[config.mk]
export PLATFORM = sky130hd
export DESIGN_NAME = bp_core_req_arbiter_flat
export DESIGN_NICKNAME = d
export VERILOG_FILES = /design/src/rtl/bp_common_pkg.sv /design/src/rtl/bp_core_req_arbiter_if.sv /design/src/rtl/bp_core_req_arb_rr.sv /design/src/rtl/bp_core_req_arbiter.sv /design/src/flat_wrapper.sv
export SDC_FILE = /design/constraint.sdc
export NUM_CORES = 1
export LEC_CHECK = 0
export ABC_AREA = 0
export BUFFER_PORTS_ARGS = -buffer_cell sky130_fd_sc_hd__buf_2
export CAP_MARGIN = 30
export CORE_AREA = 3 3 162 164
export DETAILED_ROUTE_END_ITERATION = 10
export DIE_AREA = 0 0 165 167
export PLACE_DENSITY_LB_ADDON = 0.25
export SLEW_MARGIN = 20
export SYNTH_ARGS = -nofsm -noshare
export SYNTH_HDL_FRONTEND = slang
export SYNTH_SLANG_ARGS = --single-unit
[constraint.sdc]
create_clock -name clk_i -period 5.52 [get_ports clk_i]
set_clock_uncertainty 0.15 [all_clocks]
set_input_delay 0.552 -clock clk_i [delete_from_list [all_inputs] [get_ports clk_i]]
set_output_delay 0.552 -clock clk_i [all_outputs]
set_load 0.01 [all_outputs]
[src/rtl/bp_common_pkg.sv]
// Shared types and helpers for the core request arbiter.
package bp_common_pkg;

    typedef enum logic [1:0] {
        e_idle,
        e_send,
        e_meta,
        e_wait
    } bp_core_req_arb_state_e;

    // A single-channel index still needs one bit so ports never collapse to zero width.
    function automatic int bp_chan_width(input int num_chan);
        return (num_chan > 1) ? $clog2(num_chan) : 1;
    endfunction

endpackage

[src/rtl/bp_core_req_arbiter_if.sv]
// Upstream per-channel request/metadata bundle and downstream request port of the arbiter.
interface bp_core_req_arbiter_if
    import bp_common_pkg::*;
#(
    parameter int num_chan_p  = 2,
    parameter int req_width_p = 128,
    parameter int md_width_p  = 8
);
    localparam int chan_w_lp = bp_chan_width(num_chan_p);

    logic [num_chan_p*req_width_p-1:0] req_i;
    logic [num_chan_p-1:0]             req_v_i;
    logic [num_chan_p-1:0]             req_ready_o;
    logic [num_chan_p*md_width_p-1:0]  req_metadata_i;
    logic [num_chan_p-1:0]             req_metadata_v_i;
    logic [num_chan_p-1:0]             req_complete_o;

    logic [req_width_p-1:0]            req_o;
    logic                              req_v_o;
    logic                              req_ready_i;
    logic [md_width_p-1:0]             req_metadata_o;
    logic                              req_metadata_v_o;
    logic [chan_w_lp-1:0]              req_chan_o;
    logic                              req_complete_i;
    logic                              timeout_o;

    modport slave (
        input  req_i, req_v_i, req_metadata_i, req_metadata_v_i, req_ready_i, req_complete_i,
        output req_ready_o, req_complete_o, req_o, req_v_o, req_metadata_o, req_metadata_v_o,
               req_chan_o, timeout_o
    );

    modport master (
        output req_i, req_v_i, req_metadata_i, req_metadata_v_i, req_ready_i, req_complete_i,
        input  req_ready_o, req_complete_o, req_o, req_v_o, req_metadata_o, req_metadata_v_o,
               req_chan_o, timeout_o
    );

endinterface

[src/rtl/bp_core_req_arb_rr.sv]
// Priority selector: scans valids starting at the pointer and returns a one-hot grant.
module bp_core_req_arb_rr
    import bp_common_pkg::*;
#(
    parameter int num_chan_p = 2,
    localparam int chan_w_lp = bp_chan_width(num_chan_p)
) (
    input  logic [num_chan_p-1:0] v_i,
    input  logic [chan_w_lp-1:0]  ptr_i,
    output logic [num_chan_p-1:0] grant_o
);

    logic found;
    int   idx;

    // A pointer held at zero degenerates into lowest-index-first priority.
    always_comb begin
        grant_o = '0;
        found   = 1'b0;
        idx     = 0;
        for (int i = 0; i < num_chan_p; i++) begin
            idx = (int'(ptr_i) + i) % num_chan_p;
            if (!found && v_i[chan_w_lp'(idx)]) begin
                grant_o[chan_w_lp'(idx)] = 1'b1;
                found                    = 1'b1;
            end
        end
    end

endmodule

[src/rtl/bp_core_req_arbiter.sv]
// Arbitrates cache request channels onto one downstream port, one transaction outstanding at a time.
// Optional completion watchdog is built when BP_CORE_REQ_ARB_WATCHDOG_EN is defined.
module bp_core_req_arbiter
    import bp_common_pkg::*;
#(
    parameter int num_chan_p  = 2,
    parameter int req_width_p = 128,
    parameter int md_width_p  = 8,
    parameter int rr_p        = 1,
    parameter int timeout_p   = 1024
) (
    input  logic                 clk_i,
    input  logic                 reset_i,
    bp_core_req_arbiter_if.slave bus_io
);
    localparam int chan_w_lp = bp_chan_width(num_chan_p);

    if (num_chan_p < 2 || num_chan_p > 8 || timeout_p < 1) begin : g_cfg_check
        $error("bp_core_req_arbiter: unsupported num_chan_p or timeout_p");
    end

    bp_core_req_arb_state_e state_q, state_d;

    logic [chan_w_lp-1:0]   ptr_q, ptr_d, chan_q, chan_d, win_idx, ptr_next;
    logic [req_width_p-1:0] req_q, req_d, win_req;
    logic [md_width_p-1:0]  md_q, md_d, win_md, own_md;
    logic                   md_have_q, md_have_d, win_md_v, own_md_v;
    logic [num_chan_p-1:0]  complete_q, complete_d, grant, ready, owner_oh;
    logic                   req_v, md_v;

    bp_core_req_arb_rr #(.num_chan_p(num_chan_p)) arb_rr (
        .v_i    (bus_io.req_v_i),
        .ptr_i  (ptr_q),
        .grant_o(grant)
    );

    always_comb begin
        win_idx  = '0;
        win_req  = '0;
        win_md   = '0;
        win_md_v = 1'b0;
        own_md   = '0;
        own_md_v = 1'b0;
        owner_oh = '0;
        for (int i = 0; i < num_chan_p; i++) begin
            if (grant[i]) begin
                win_idx  = chan_w_lp'(i);
                win_req  = bus_io.req_i[i*req_width_p +: req_width_p];
                win_md   = bus_io.req_metadata_i[i*md_width_p +: md_width_p];
                win_md_v = bus_io.req_metadata_v_i[i];
            end
            if (chan_q == chan_w_lp'(i)) begin
                owner_oh[i] = 1'b1;
                own_md      = bus_io.req_metadata_i[i*md_width_p +: md_width_p];
                own_md_v    = bus_io.req_metadata_v_i[i];
            end
        end
    end

    assign ptr_next = (win_idx == chan_w_lp'(num_chan_p - 1)) ? '0 : win_idx + chan_w_lp'(1);

    always_comb begin
        state_d    = state_q;
        ptr_d      = ptr_q;
        req_d      = req_q;
        chan_d     = chan_q;
        md_d       = md_q;
        md_have_d  = md_have_q;
        complete_d = '0;
        ready      = '0;
        req_v      = 1'b0;
        md_v       = 1'b0;
        case (state_q)
            e_idle: begin
                if (!reset_i) begin
                    ready = grant;
                end
                if (|ready) begin
                    state_d   = e_send;
                    req_d     = win_req;
                    chan_d    = win_idx;
                    md_have_d = win_md_v;
                    if (win_md_v) begin
                        md_d = win_md;
                    end
                    if (rr_p != 0) begin
                        ptr_d = ptr_next;
                    end
                end
            end
            e_send: begin
                req_v = 1'b1;
                if (bus_io.req_ready_i) begin
                    state_d = e_meta;
                end
            end
            e_meta: begin
                if (md_have_q) begin
                    md_v    = 1'b1;
                    state_d = e_wait;
                end
            end
            e_wait: begin
                if (bus_io.req_complete_i) begin
                    complete_d = owner_oh;
                    state_d    = e_idle;
                end
            end
            default: state_d = e_idle;
        endcase
        // Only the first metadata pulse after the accept is kept.
        if (state_q != e_idle && !md_have_q && own_md_v) begin
            md_d      = own_md;
            md_have_d = 1'b1;
        end
    end

    always_ff @(posedge clk_i or posedge reset_i) begin
        if (reset_i) begin
            state_q    <= e_idle;
            ptr_q      <= '0;
            req_q      <= '0;
            chan_q     <= '0;
            md_q       <= '0;
            md_have_q  <= 1'b0;
            complete_q <= '0;
        end else begin
            state_q    <= state_d;
            ptr_q      <= ptr_d;
            req_q      <= req_d;
            chan_q     <= chan_d;
            md_q       <= md_d;
            md_have_q  <= md_have_d;
            complete_q <= complete_d;
        end
    end

    assign bus_io.req_ready_o      = ready;
    assign bus_io.req_complete_o   = complete_q;
    assign bus_io.req_o            = req_q;
    assign bus_io.req_v_o          = req_v;
    assign bus_io.req_metadata_o   = md_q;
    assign bus_io.req_metadata_v_o = md_v;
    assign bus_io.req_chan_o       = chan_q;

`ifdef BP_CORE_REQ_ARB_WATCHDOG_EN
    logic [31:0] wd_q, wd_d;
    logic        timeout_q, timeout_d;

    // Counts edges spent in e_wait; saturates at the limit and the error flag is sticky.
    always_comb begin
        wd_d      = wd_q;
        timeout_d = timeout_q;
        if (state_q != e_wait && state_d == e_wait) begin
            wd_d = '0;
        end else if (state_q == e_wait && wd_q != 32'(timeout_p)) begin
            wd_d = wd_q + 32'd1;
        end
        if (wd_d == 32'(timeout_p)) begin
            timeout_d = 1'b1;
        end
    end

    always_ff @(posedge clk_i or posedge reset_i) begin
        if (reset_i) begin
            wd_q      <= '0;
            timeout_q <= 1'b0;
        end else begin
            wd_q      <= wd_d;
            timeout_q <= timeout_d;
        end
    end

    assign bus_io.timeout_o = timeout_q;
`else
    assign bus_io.timeout_o = 1'b0;
`endif

endmodule

[src/flat_wrapper.sv]
// flat-port wrapper written by rule: the top's interface ports become plain ports
module bp_core_req_arbiter_flat import bp_common_pkg::*;
#(
    parameter int num_chan_p  = 2,
    parameter int req_width_p = 128,
    parameter int md_width_p  = 8,
    parameter int rr_p        = 1,
    parameter int timeout_p   = 1024
)
  (clk_i, reset_i, bus_io_req_i, bus_io_req_v_i, bus_io_req_metadata_i, bus_io_req_metadata_v_i, bus_io_req_ready_i, bus_io_req_complete_i, bus_io_req_ready_o, bus_io_req_complete_o, bus_io_req_o, bus_io_req_v_o, bus_io_req_metadata_o, bus_io_req_metadata_v_o, bus_io_req_chan_o, bus_io_timeout_o);
  bp_core_req_arbiter_if #(.num_chan_p(num_chan_p), .req_width_p(req_width_p), .md_width_p(md_width_p)) bus_io_i ();
  input  logic clk_i;
  input  logic reset_i;
  input wire logic [$bits(bus_io_i.req_i)-1:0] bus_io_req_i;
  input wire logic [$bits(bus_io_i.req_v_i)-1:0] bus_io_req_v_i;
  input wire logic [$bits(bus_io_i.req_metadata_i)-1:0] bus_io_req_metadata_i;
  input wire logic [$bits(bus_io_i.req_metadata_v_i)-1:0] bus_io_req_metadata_v_i;
  input wire logic [$bits(bus_io_i.req_ready_i)-1:0] bus_io_req_ready_i;
  input wire logic [$bits(bus_io_i.req_complete_i)-1:0] bus_io_req_complete_i;
  output wire logic [$bits(bus_io_i.req_ready_o)-1:0] bus_io_req_ready_o;
  output wire logic [$bits(bus_io_i.req_complete_o)-1:0] bus_io_req_complete_o;
  output wire logic [$bits(bus_io_i.req_o)-1:0] bus_io_req_o;
  output wire logic [$bits(bus_io_i.req_v_o)-1:0] bus_io_req_v_o;
  output wire logic [$bits(bus_io_i.req_metadata_o)-1:0] bus_io_req_metadata_o;
  output wire logic [$bits(bus_io_i.req_metadata_v_o)-1:0] bus_io_req_metadata_v_o;
  output wire logic [$bits(bus_io_i.req_chan_o)-1:0] bus_io_req_chan_o;
  output wire logic [$bits(bus_io_i.timeout_o)-1:0] bus_io_timeout_o;
  assign bus_io_i.req_i = bus_io_req_i;
  assign bus_io_i.req_v_i = bus_io_req_v_i;
  assign bus_io_i.req_metadata_i = bus_io_req_metadata_i;
  assign bus_io_i.req_metadata_v_i = bus_io_req_metadata_v_i;
  assign bus_io_i.req_ready_i = bus_io_req_ready_i;
  assign bus_io_i.req_complete_i = bus_io_req_complete_i;
  assign bus_io_req_ready_o = bus_io_i.req_ready_o;
  assign bus_io_req_complete_o = bus_io_i.req_complete_o;
  assign bus_io_req_o = bus_io_i.req_o;
  assign bus_io_req_v_o = bus_io_i.req_v_o;
  assign bus_io_req_metadata_o = bus_io_i.req_metadata_o;
  assign bus_io_req_metadata_v_o = bus_io_i.req_metadata_v_o;
  assign bus_io_req_chan_o = bus_io_i.req_chan_o;
  assign bus_io_timeout_o = bus_io_i.timeout_o;
  bp_core_req_arbiter #(.num_chan_p(num_chan_p), .req_width_p(req_width_p), .md_width_p(md_width_p), .rr_p(rr_p), .timeout_p(timeout_p)) u_core (.clk_i(clk_i), .reset_i(reset_i), .bus_io(bus_io_i));
endmodule
# [Word-level counts from Yosys, hierarchy flattened]
# Index checks and enable logic that the tools add are counted.
[word_totals] reg_bits=143
[classes] n_addsub=2 n_reduce_logical=17 mux=43 bitwise_logic=1 order_cmp=4 n_eq_ne=7
[ops] op="2-to-1 mux 128 bit" n=2
[ops] op="2-to-1 mux 8 bit" n=7
[ops] op="2-to-1 mux 2 bit" n=11
[ops] op="2-to-1 mux 1 bit" n=20
[ops] op="one-hot mux 2 bit (4 select lines)" n=1
[ops] op="nonzero test 2 bit" n=4
[ops] op="< comparator 1 x 3 -> 1 bit (second input constant)" n=2
[ops] op="logical AND 1 bit" n=5
[ops] op="equality test 2 bit (second input constant)" n=2
[ops] op="inequality test 2 x 1 -> 1 bit (second input constant)" n=2
[ops] op="inequality test 2 bit (second input constant)" n=2
[ops] op="AND reduction 2 bit" n=2
[ops] op="AND reduction 4 bit" n=1
[ops] op="AND reduction 3 bit" n=1
[ops] op="adder 1 bit (second input constant)" n=2
[ops] op="demux 1 bit (select 1 bit)" n=2
[ops] op="equality test 2 x 1 -> 1 bit (second input constant)" n=1
[ops] op=">= comparator 1 bit (second input constant)" n=2
[ops] op="zero test 1 bit" n=2
[ops] op="zero test 2 bit" n=1
[ops] op="OR 2 bit" n=1
[ops] op="OR reduction 2 bit" n=1

# [Longest topological paths before layout]
# Gate-level depths: netlist (run 1).
[logic_depth] word_depth=13 ltp_mapped=7 mapped_depth_nobuf=6

# [Cells and area by module]
# Synthesis (run 1) repeated with hierarchy kept, for this count alone.
[unflattened] cells_unflattened=562 area_unflattened_um2=6316.1
[modules_own_cells] module="bp_core_req_arbiter" cells_per_inst=559 area_per_inst_um2=6291.0 instances=1
[modules_own_cells] module="bp_core_req_arb_rr" cells_per_inst=3 area_per_inst_um2=25.0 instances=1

# [Worst setup path before layout (run 1)]
# No wires, ideal clock.
[synth_path] kind="register to output" from="reg u_core.state_q[0]" to="out bus_io_req_ready_o[0]" stages_incl_launch_ff=7 arrival_time_ns=1.351 slack_ns=3.467 t_required_ns=4.818 cell_sequence="dfrtp_1 inv_1 ha_1 nand4bb_1 buf_4 inv_2 buf_2"
[synth_between] elab_chain_cells=2
[synth_lines] element="start, declared" line="bp_core_req_arbiter.sv:22" text="bp_core_req_arb_state_e state_q, state_d;"
[synth_lines] element="start signal, assigned" line="bp_core_req_arbiter.sv:120" text="state_q <= e_idle;"
[synth_lines] element="start signal, assigned" line="bp_core_req_arbiter.sv:128" text="state_q <= state_d;"
[synth_lines] element="zero test 2 bit" line="bp_core_req_arbiter.sv:73" text="case (state_q)"
[synth_lines] element="2-to-1 mux 2 bit" line="bp_core_req_arbiter.sv:73"
[synth_lines] element="end, declared" line="flat_wrapper.sv:20" text="output wire logic [$bits(bus_io_i.req_ready_o)-1:0] bus_io_req_ready_o;"
# No other way between the ends.

# [Final worst setup path (run 1)]
[layout_path] from="in reset_i" to="out bus_io_req_ready_o[0]"
[layout_between] elab_chain_cells=3
[layout_lines] element="start, declared" line="flat_wrapper.sv:13" text="input logic reset_i;"
[layout_lines] element="2-to-1 mux 2 bit" line="bp_core_req_arbiter.sv:75" text="if (!reset_i) begin"
[layout_lines] element="2-to-1 mux 2 bit (2 in series)" line="bp_core_req_arbiter.sv:73"
# No other way between the ends. The select of a mux whose other input is x is not followed.

==> out/results.ini, run 1 <==
[setup_path]
critPathKind=in -> out
r2r_start=u_core.state_q[0]
path_cells=dlygate4sd3_1 -> buf_2 -> nand4bb_4 -> clkinv_2 -> buf_2
end_kind=output port
cp.arrival_ns=2.20
crit_cells=5
cp_max_fo=30
crit_path_top_delay_cell=dlygate4sd3_1
path_delay_family=buffers and inverters
startpoint_type=input pin
required_ns=4.82
r2r_cells=6
r2r_end=u_core.bus_io.req_o[21]
cp_common_cell=buf_2
critPathBufInv=4
ff2ff_setup_slack_ns=2.81
max_stage_delay_ns=0.53

[yosys]
synthTopCellsByArea=dfrtp_1, mux2_2, buf_2, ha_1, buf_4
yosys.area.top_type_share=0.660
netlist.top_cell.by_area=dfrtp_1
syn_avg_cell_area_um2=16.8
ys_seq_elements=142
ys_seq_area_frac=0.660
synth_area_mm2=0.00539
syn_inst=320
yosysWarnings=0
synthDistinctLibCells=19

[placed_design]
port_buffers=282
dp_hpwl_mm=11.4
post-place-ws_ns=2.70
routabilityCongestion=0.675
dp.cells=921
placed_area_mm2=0.00717

[outcome]
status=finished, final reports clean

[global_routing]
antenna_found_initial=1
globalRouteOverflowTotal=0
grt_max_degree=94
grt_pass1_wl_mm=23.5
grt_use_total=0.109
grt_pass1_vias=4189

[power_and_ir_drop]
power_frac_comb=0.334
internal-power_w=0.00310
seqPwrFrac=0.395
p_sw_frac=0.316
powerDensity_mw_per_mm2=578
irDropWorstVdd_mv=0.225
p_leak_nw=3.93
p_clk_frac=0.271
p_switching_w=0.00143

[timing]
worst_pin_slew_ns=0.815
period_share=0.525
finalSetupViolations=0
tns_ns=0
hold_viol_final=0
whs_ns=0.217
fmax_mhz=345
min_period_ns=2.90
slew-limit-headroom=0.457
rsz0062_at_grt=false
drv_slew=0
fin_ws_ns=2.62

[hold_path]
hold_end=u_core.bus_io.req_o[25]
min_from=bus_io_req_i[25]
holdCritPathClass=in -> reg
min_delay_path_depth=2

[die]
die_height_um=167
io_pins=424
num_rows=58
die_x_um=165
core_region_area_mm2=0.0250
die-area_mm2=0.0276
start_util=0.215

[clocking]
cts_tree=yes
clockBufferDepth=2
cts_root_buf=clkbuf_16
cts_made_buffers=17
cts-htree-levels=4
path_clk_slew_ns=0.07
clock-sinks=142
clkLatencyLatePin_ns=0.41

[cells_and_area]
drive_gt1_frac=0.732
final_area_mm2=0.00784
fin_cells=954
area_growth_pct=45.5
nNetsFinal=897
n_antenna_cell=0

[drt]
drcViolationCount=0
wl_met2_mm=6.96
wl_met3_mm=1.91
via_per_inst=3.89
firstDrtPassIters=3
routedWlPerCell_um=15.9
num_vias=3707
drt-met1-wl_mm=6.04
postRouteAntennaNets=0
wirelength_mm=15.2
drt_iter0_drc=93
dr.max_layer_used=met5

[flow_run]
maxCapViolCount=0

kinds of logic (layout without fill, tap and decap cells):
| group | after synthesis | in the layout | synth area share |
|---|---|---|---|
| fa+ha+maj | 5 | 5 | 0.0116 |
| simple gates | 10 | 10 | 0.0111 |
| other cells | 1 | 4 | 0.000696 |
| flops | 142 | 142 | 0.660 |
| compound gates | 3 | 3 | 0.00836 |
| mux | 138 | 138 | 0.288 |
| buf+inv | 21 | 322 | 0.0204 |
placed cells by master, fill, tap and decap left out, types with 2 or more instances in the layout:
cell        Yosys  layout
buf_2          13     282
dfrtp_1       142     142
mux2_2        136     136
clkbuf_16       0      17
ha_1            5       5
inv_6           0       4
conb_1          1       4
bufinv_16       0       4
nor2b_1         3       3
buf_4           4       3
clkinv_2        0       2
inv_1           3       2
and2_1          2       2
nor2_1          2       2
clkinvlp_4      0       2
clkinv_4        0       2
flip-flops by register name, indices dropped and copies added (netlist names):
register	count
u_core.state_q	2
u_core.bus_io.req_complete_o	2
u_core.ptr_q	1
u_core.bus_io.req_o	128
u_core.bus_io.req_metadata_o	8
u_core.md_have_q	1
routing by layer:
layer	up-vias	global-route usage
met4	2	0.0350
met5	-	0
li1	1699	-
met3	19	0.0575
met1	1798	0.126
met2	189	0.175
synth_stat cells (all sizes together):
master   number
nand2         1
and2          2
buf          17
mux2        137
dfrtp       142
a22o          1
mux2i         1
ha            5
o21ai         1
nor2          2
nand2b        1
a2111oi       1
conb          1
nand4bb       1
inv           4
nor2b         3
layout make-up:
cell class	instances	area, um^2
tap	330	413
sequential	142	3550
clock buffer	19	443
timing repair buffer	287	1470
multi-input combinational	160	1750
fill	2584	17200
clock inverter	12	184
inverter	4	21.3
repair_timing:
action                    in CTS  in global routing
setup buffers                  0                  0
hold buffers                   0                  1
resized for setup              0                  0
hold endpoints to repair       0                 29
power by group through the flow:
| stage | logic (W) | registers [W] | clock network, W |
|---|---|---|---|
| 2_1_floorplan | 0.000564 | 0.00203 | 0 |
| 3_3_place_gp | 0.00154 | 0.00179 | 0 |
| 3_5_place_dp | 0.00156 | 0.00181 | 0 |
| 4_1_cts | 0.00156 | 0.00180 | 0.00128 |
| 5_1_grt | 0.00167 | 0.00187 | 0.00134 |
| 6_report | 0.00152 | 0.00179 | 0.00123 |
worst max path at each step:
| stage | startpoint | to | slack [ns] |
|---|---|---|---|
| 6_report | reset_i | bus_io_req_ready_o[0] | 2.62 |
| 5_1_grt | reset_i | bus_io_req_ready_o[0] | 2.49 |
| 4_1_cts | u_core.state_q[0] | bus_io_req_ready_o[0] | 2.58 |
| 3_5_place_dp | u_core.state_q[0] | u_core.bus_io.req_o[61] | 2.70 |
| 3_3_place_gp | u_core.state_q[0] | u_core.bus_io.req_o[75] | 2.81 |
| 2_1_floorplan | reset_i | u_core.bus_io.req_complete_o[0] | 1.01 |
through the flow:
stage | utilization | total power, W
floorplan | - | 0.00259
global placement | 0.287 | 0.00332
detailed placement | 0.287 | 0.00337
CTS | 0.312 | 0.00463
global route | 0.313 | 0.00488
finish | 0.313 | 0.00453
Power figures use the tool's default switching activity.
==> run 2: changes to the inputs <==
Clock period 5.52 ns to 2.83 ns, I/O delays scaled along.
==> run 2 against run 1 <==
Compared with the run above: critical path depth up 1; highest routed layer unchanged; critical path type is now reg -> out; core utilization up 5.5 points; sequential power up 95%; largest power group unchanged.
==> out/results.ini, run 2 (synthesized netlist as in run 1, its figures left out) <==
[die]
die_x_um=165  ; unchanged
core_region_area_mm2=0.0250  ; unchanged
die-area_mm2=0.0276  ; unchanged
die_height_um=167  ; unchanged
start_util=0.215  ; unchanged
io_pins=424  ; unchanged
num_rows=58  ; unchanged

[setup_path]
required_ns=2.40  ; was 4.82 ns
cp_max_fo=72  ; was 30
end_kind=output port  ; unchanged
critPathKind=reg -> out  ; was in -> out
max_stage_delay_ns=0.40  ; was 0.53 ns
startpoint_type=register  ; was input pin
path_delay_family=buffers and inverters  ; unchanged
crit_path_top_delay_cell=dfrtp_1  ; was dlygate4sd3_1
cp.arrival_ns=2.19  ; was 2.20 ns
path_cells=inv_1 -> ha_1 -> nand4bb_4 -> clkinv_2 -> buf_12 -> buf_2  ; was dlygate4sd3_1 -> buf_2 -> nand4bb_4 -> clkinv_2 -> buf_2
critPathBufInv=4  ; unchanged

[clocking]
cts_tree=yes  ; unchanged
cts_root_buf=clkbuf_16  ; unchanged
clock-sinks=142  ; unchanged
path_clk_slew_ns=0.06  ; was 0.07 ns
ctsResizeCount=0  ; unchanged
clkLatencyLatePin_ns=0.41  ; about the same
cts_made_buffers=17  ; unchanged
cts-htree-levels=4  ; unchanged
clockBufferDepth=2  ; unchanged

[power_and_ir_drop]
powerDensity_mw_per_mm2=966  ; was 578 mW/mm^2
internal-power_w=0.00610  ; was 0.00310 W
irDropWorstVdd_mv=0.370  ; was 0.225 mV
p_switching_w=0.00280  ; was 0.00143 W
seqPwrFrac=0.392  ; was 0.395
power_frac_comb=0.352  ; was 0.334
p_leak_nw=4.51  ; was 3.93 nW
p_clk_frac=0.256  ; was 0.271
p_sw_frac=0.315  ; was 0.316

[outcome]
status=finished, final reports clean  ; unchanged

[timing]
hold_viol_final=0  ; unchanged
drv_slew=0  ; unchanged
period_share=0.925
finalSetupViolations=0  ; unchanged
rsz0062_at_grt=false  ; unchanged
fin_ws_ns=0.212  ; was 2.62 ns
whs_ns=0.180  ; was 0.217 ns
fmax_mhz=382
min_period_ns=2.62
tns_ns=0  ; unchanged

[drt]
drcViolationCount=0  ; unchanged
via_per_inst=3.92  ; was 3.89
routedWlPerCell_um=14.9  ; was 15.9 um
num_vias=4278  ; was 3,707
wirelength_mm=16.3  ; was 15.2 mm
drt_iter0_drc=122  ; was 93
firstDrtPassIters=4  ; was 3
postRouteAntennaNets=0  ; unchanged

[cells_and_area]
final_core_util=0.368  ; was 0.313
final_cell_mix=buf_2, dfrtp_1, dlygate4sd3_1, mux2_2, clkbuf_16  ; was buf_2, dfrtp_1, mux2_2, clkbuf_16, ha_1
drive_gt1_frac=0.600  ; was 0.732
largest_reg_flops=128  ; unchanged
nNetsFinal=1035  ; was 897
area_growth_pct=71.0  ; was 45.5%
n_antenna_cell=0  ; unchanged
fillCellCount=2414  ; was 2,584
layout_commonest_cell=buf_2  ; unchanged

[global_routing]
grt_pass1_wl_mm=25.1  ; was 23.5 mm
grt_use_total=0.117  ; was 0.109
globalRouteOverflowTotal=0  ; unchanged
grt_pass1_vias=4709  ; was 4,189
grt_max_degree=73  ; was 94
antenna_found_initial=1  ; unchanged

[flow_run]
maxCapViolCount=0  ; unchanged

[placed_design]
post-place-ws_ns=0.545  ; was 2.70 ns
port_buffers=282  ; unchanged
dp_hpwl_mm=11.4  ; about the same
routabilityCongestion=0.703  ; was 0.675

[hold_path]
holdCritPathClass=in -> reg  ; unchanged

-- run 2: changes by cell type in the layout (fill, tap and decap cells not counted), sizes merged --
cell	previous run	this run
bufinv	4	3
clkinvlp	2	1
clkinv	4	7
dlygate4sd3	1	139
inv	6	3
-- run 2: timing repair --
item,in CTS,in global routing
endpoints found under the setup margin,0,0
setup buffers,0,0
hold buffers,139,0
endpoints found under the hold margin,153,0
-- run 2: worst reg2reg max path, delay by kind of cell (launching register included) --
family | cells | cell delay [ns]
fa+ha+maj | 1 | 0.32
mux | 1 | 0.47
buf+inv | 3 | 0.61
flops | 1 | 0.40
simple gates | 1 | 0.21
-- run 2: power groups by stage --
stage | combinational (W) | sequential (W) | clock, W
3_3_place_gp | 0.00300 | 0.00347 | 0
6_report | 0.00313 | 0.00349 | 0.00228
3_5_place_dp | 0.00303 | 0.00352 | 0
5_1_grt | 0.00341 | 0.00363 | 0.00248
4_1_cts | 0.00319 | 0.00350 | 0.00239
2_1_floorplan | 0.00110 | 0.00396 | 0
-- run 2: worst paths after layout --
| path | end | slack, ns | cells after the start | from |
|---|---|---|---|---|
| setup / recovery | bus_io_req_ready_o[0] | 0.21 | 6 | u_core.state_q[0] |
| hold / removal | u_core.md_have_q | 0.18 | 3 | bus_io_req_v_i[0] |
| setup reg to reg | u_core.bus_io.req_o[37] | 0.54 | 6 | u_core.state_q[0] |
| hold reg to reg | u_core.ptr_q | 0.32 | 1 | u_core.ptr_q |
| max in group asynchronous | u_core.bus_io.req_o[111] | 1.49 | 4 | reset_i |
| min in group asynchronous | u_core.bus_io.req_o[61] | 0.35 | 3 | reset_i |
-- run 2: stage by stage --
step,total power (W),instance area [um^2],cells
after floorplan,0.00506,5400,323
after global placement,0.00647,7230,922
after detailed placement,0.00655,7230,922
after CTS,0.00908,9210,1090
after global routing,0.00952,9210,1090
final,0.00890,9210,1090
-- run 2: cell type report --
| class | count | area [um^2] | area share |
|---|---|---|---|
| Multi-Input combinational cell | 160 | 1750 | 0.190 |
| Timing Repair Buffer | 425 | 2880 | 0.313 |
| Inverter | 4 | 20.0 | 0.00217 |
| Clock buffer | 19 | 453 | 0.0492 |
| Tap cell | 330 | 413 | 0.0448 |
| Sequential cell | 142 | 3550 | 0.386 |
| Clock inverter | 10 | 140 | 0.0152 |
-- run 2: routing by layer --
layer | wire, um | GRT usage | part of all wire | vias to the layer above
met3 | 1690 | 0.0532 | 0.10 | 16
li1 | - | - | - | 1979
met5 | 7 | 0 | 0.00043 | -
met1 | 6610 | 0.131 | 0.41 | 2083
met4 | 183 | 0.0376 | 0.011 | 2
met2 | 7770 | 0.198 | 0.48 | 198
==> run 3: changes to the inputs <==
--- a/config.mk
+++ b/config.mk
@@ -10,5 +10,5 @@
 export CAP_MARGIN = 30
-export CORE_AREA = 3 3 162 164
+export CORE_AREA = 2 2 166 168
 export DETAILED_ROUTE_END_ITERATION = 10
-export DIE_AREA = 0 0 165 167
+export DIE_AREA = 0 0 168 170
 export PLACE_DENSITY_LB_ADDON = 0.25
--- a/constraint.sdc
+++ b/constraint.sdc
@@ -4,2 +4,2 @@
 set_output_delay 0.283 -clock clk_i [all_outputs]
-set_load 0.01 [all_outputs]
+set_load 0.05 [all_outputs]
==> run 3 against run 2 <==
Compared with the run above: hold slack gained 0.050 ns; clock power grew 14%; design area grew 1.1%; sequential power is essentially flat; critical path depth is the same; routed wire length grew 0.63%; core utilization shrank 1.9 points; critical path type unchanged; critical endpoint unchanged; largest cell class unchanged; largest power group is now combinational cells; highest routed layer is now met4.
==> out/results.ini, run 3 (synthesized netlist as in run 1, its figures left out) <==
[timing]
rsz0062_at_grt=false  ; unchanged
period_share=0.927  ; was 0.925
worst_pin_slew_ns=0.796
finalSetupViolations=0  ; unchanged
min_period_ns=2.62  ; about the same
drv_slew=0  ; unchanged
hold_viol_final=0  ; unchanged
fmax_mhz=381  ; was 382 MHz
tns_ns=0  ; unchanged
slew-limit-headroom=0.469

[global_routing]
top_usage_layer=met2  ; unchanged
grt_max_degree=81  ; was 73
globalRouteOverflowTotal=0  ; unchanged
grtUsageMet3=0.0574  ; was 0.0532
grt_pass1_vias=4506  ; was 4,709
grt_util_met2=0.179  ; was 0.198
grt_pass1_wl_mm=25.1  ; about the same
antenna_found_initial=0  ; was 1
grt_use_total=0.114  ; was 0.117
grt_use_met1=0.137  ; was 0.131

[clocking]
clkLatencyLatePin_ns=0.41  ; about the same
path_clk_slew_ns=0.06  ; about the same
post_cts_buffers=0  ; unchanged
clockBufferDepth=2  ; unchanged
cts_made_buffers=17  ; unchanged
clock-sinks=142  ; unchanged
cts-htree-levels=4  ; unchanged
cts_tree=yes  ; unchanged
cts_root_buf=clkbuf_16  ; unchanged

[die]
die_height_um=170  ; was 167 um
num_rows=60  ; was 58
core_region_area_mm2=0.0267  ; was 0.0250 mm^2
start_util=0.202  ; was 0.215
io_pins=424  ; unchanged
die-area_mm2=0.0286  ; was 0.0276 mm^2
die_x_um=168  ; was 165 um

[power_and_ir_drop]
powerDensity_mw_per_mm2=1320  ; was 966 mW/mm^2
p_switching_w=0.00591  ; was 0.00280 W
power_frac_comb=0.505  ; was 0.352
p_leak_nw=4.54  ; was 4.51 nW
p_sw_frac=0.481  ; was 0.315
irDropWorstVdd_mv=0.560  ; was 0.370 mV
p_clk_frac=0.213  ; was 0.256
power.total_w=0.0123  ; was 0.00890 W
internal-power_w=0.00637  ; was 0.00610 W
seqPwrFrac=0.282  ; was 0.392

[setup_path]
cp_max_fo=21  ; was 72
required_ns=2.40  ; about the same
startpoint_type=register  ; unchanged
end_kind=output port  ; unchanged
ff2ff_setup_slack_ns=0.56  ; was 0.54 ns
r2r_end=u_core.bus_io.req_metadata_o[6]  ; was u_core.bus_io.req_o[37]
r2r_cells=6  ; unchanged
critPathKind=reg -> out  ; unchanged
r2r_start=u_core.state_q[0]  ; unchanged
cp.arrival_ns=2.19  ; about the same

[drt]
firstDrtPassIters=4  ; unchanged
drt_iter0_drc=104  ; was 122
drcViolationCount=0  ; unchanged
postRouteAntennaNets=0  ; unchanged
routedWlPerCell_um=14.8  ; was 14.9 um
via_per_inst=3.78  ; was 3.92
wirelength_mm=16.4  ; was 16.3 mm
num_vias=4180  ; was 4,278

[flow_run]
maxCapViolCount=0  ; unchanged

[cells_and_area]
drive_gt1_frac=0.603  ; was 0.600
nNetsFinal=1038  ; was 1,035
area_growth_pct=72.9  ; was 71.0%
layout_commonest_cell=buf_2  ; unchanged
largest_reg_flops=128  ; unchanged
final_cell_mix=buf_2, dfrtp_1, dlygate4sd3_1, mux2_2, clkbuf_16  ; unchanged
n_antenna_cell=0  ; unchanged

[placed_design]
dp_hpwl_mm=11.3  ; was 11.4 mm
routabilityCongestion=0.701  ; was 0.703
port_buffers=282  ; unchanged

[hold_path]
min_from=bus_io_req_ready_i  ; was bus_io_req_v_i[0]
hold_end=u_core.state_q[0]  ; was u_core.md_have_q
min_delay_path_depth=4  ; was 3
holdCritPathClass=in -> reg  ; unchanged

[outcome]
status=finished, final reports clean  ; unchanged

==> run 3: changes by cell type in the layout (fill, tap and decap cells not counted) <==
cell / delta
clkinvlp_4: +1
buf_2: -1
buf_4: +5
buf_6: +1
bufinv_16: +3
clkinv_2: -2
clkbuf_8: -1
buf_12: -2
inv_6: +1
==> run 3: power by group through the flow <==
| stage | registers, W | logic (W) | clock network (W) |
|---|---|---|---|
| 2_1_floorplan | 0.00688 | 0.00116 | 0 |
| 3_3_place_gp | 0.00346 | 0.00612 | 0 |
| 3_5_place_dp | 0.00349 | 0.00611 | 0 |
| 4_1_cts | 0.00347 | 0.00627 | 0.00271 |
| 5_1_grt | 0.00361 | 0.00649 | 0.00280 |
| 6_report | 0.00346 | 0.00621 | 0.00261 |
==> run 3: per-stage QoR <==
step / setup WS [ns] / hold WS (ns) / utilization / instances / cell area [um^2]
CTS: 0.0319 / 0.203 / 0.349 / 1106 / 9310
floorplan: 0.620 / 0.262 / - / 323 / 5400
global route: 0.0283 / 0.242 / 0.349 / 1106 / 9310
global placement: 0.425 / 0.300 / 0.272 / 936 / 7240
detailed placement: 0.437 / 0.304 / 0.272 / 936 / 7240
finish: 0.206 / 0.230 / 0.349 / 1106 / 9310
==> run 3: cell type report <==
type	count	area (um^2)
Inverter	4	20.0
Fill cell	2612	17300
Tap cell	341	427
Sequential cell	142	3550
Clock buffer	18	439
Multi-Input combinational cell	160	1750
Clock inverter	13	236
Timing Repair Buffer	428	2890
==> run 3: critical path: stages, from the launching register on <==
cell and delay, ns:
dfrtp_1 0.40, inv_1 0.14, ha_1 0.24, nand4bb_4 0.31, clkinv_2 0.19, buf_6 0.24, buf_4 0.24
==> run 3: worst max-delay path by stage <==
stage                                  from                               to  slack [ns]  depth (start not counted)
after CTS                 u_core.state_q[0]            bus_io_req_ready_o[0]        0.03                          6
after global placement    u_core.state_q[0]            bus_io_req_ready_o[0]        0.42                          6
after floorplan                     reset_i  u_core.bus_io.req_complete_o[0]        0.62                          1
after global routing      u_core.state_q[0]            bus_io_req_ready_o[0]        0.03                          6
after detailed placement  u_core.state_q[0]            bus_io_req_ready_o[0]        0.44                          6
final                     u_core.state_q[0]            bus_io_req_ready_o[0]        0.21                          6
==> run 3: routing by layer <==
metal  part of all wire  up-vias
li1                   -     1984
met1               0.44     1978
met2               0.43      205
met3               0.12       13
met4              0.013        0
met5                  0        -
==> run 3: what timing repair did <==
item	CTS	global route
hold endpoints to repair	218	0
setup endpoints to repair	1	1
hold buffers	139	0
gates resized for setup	1	1
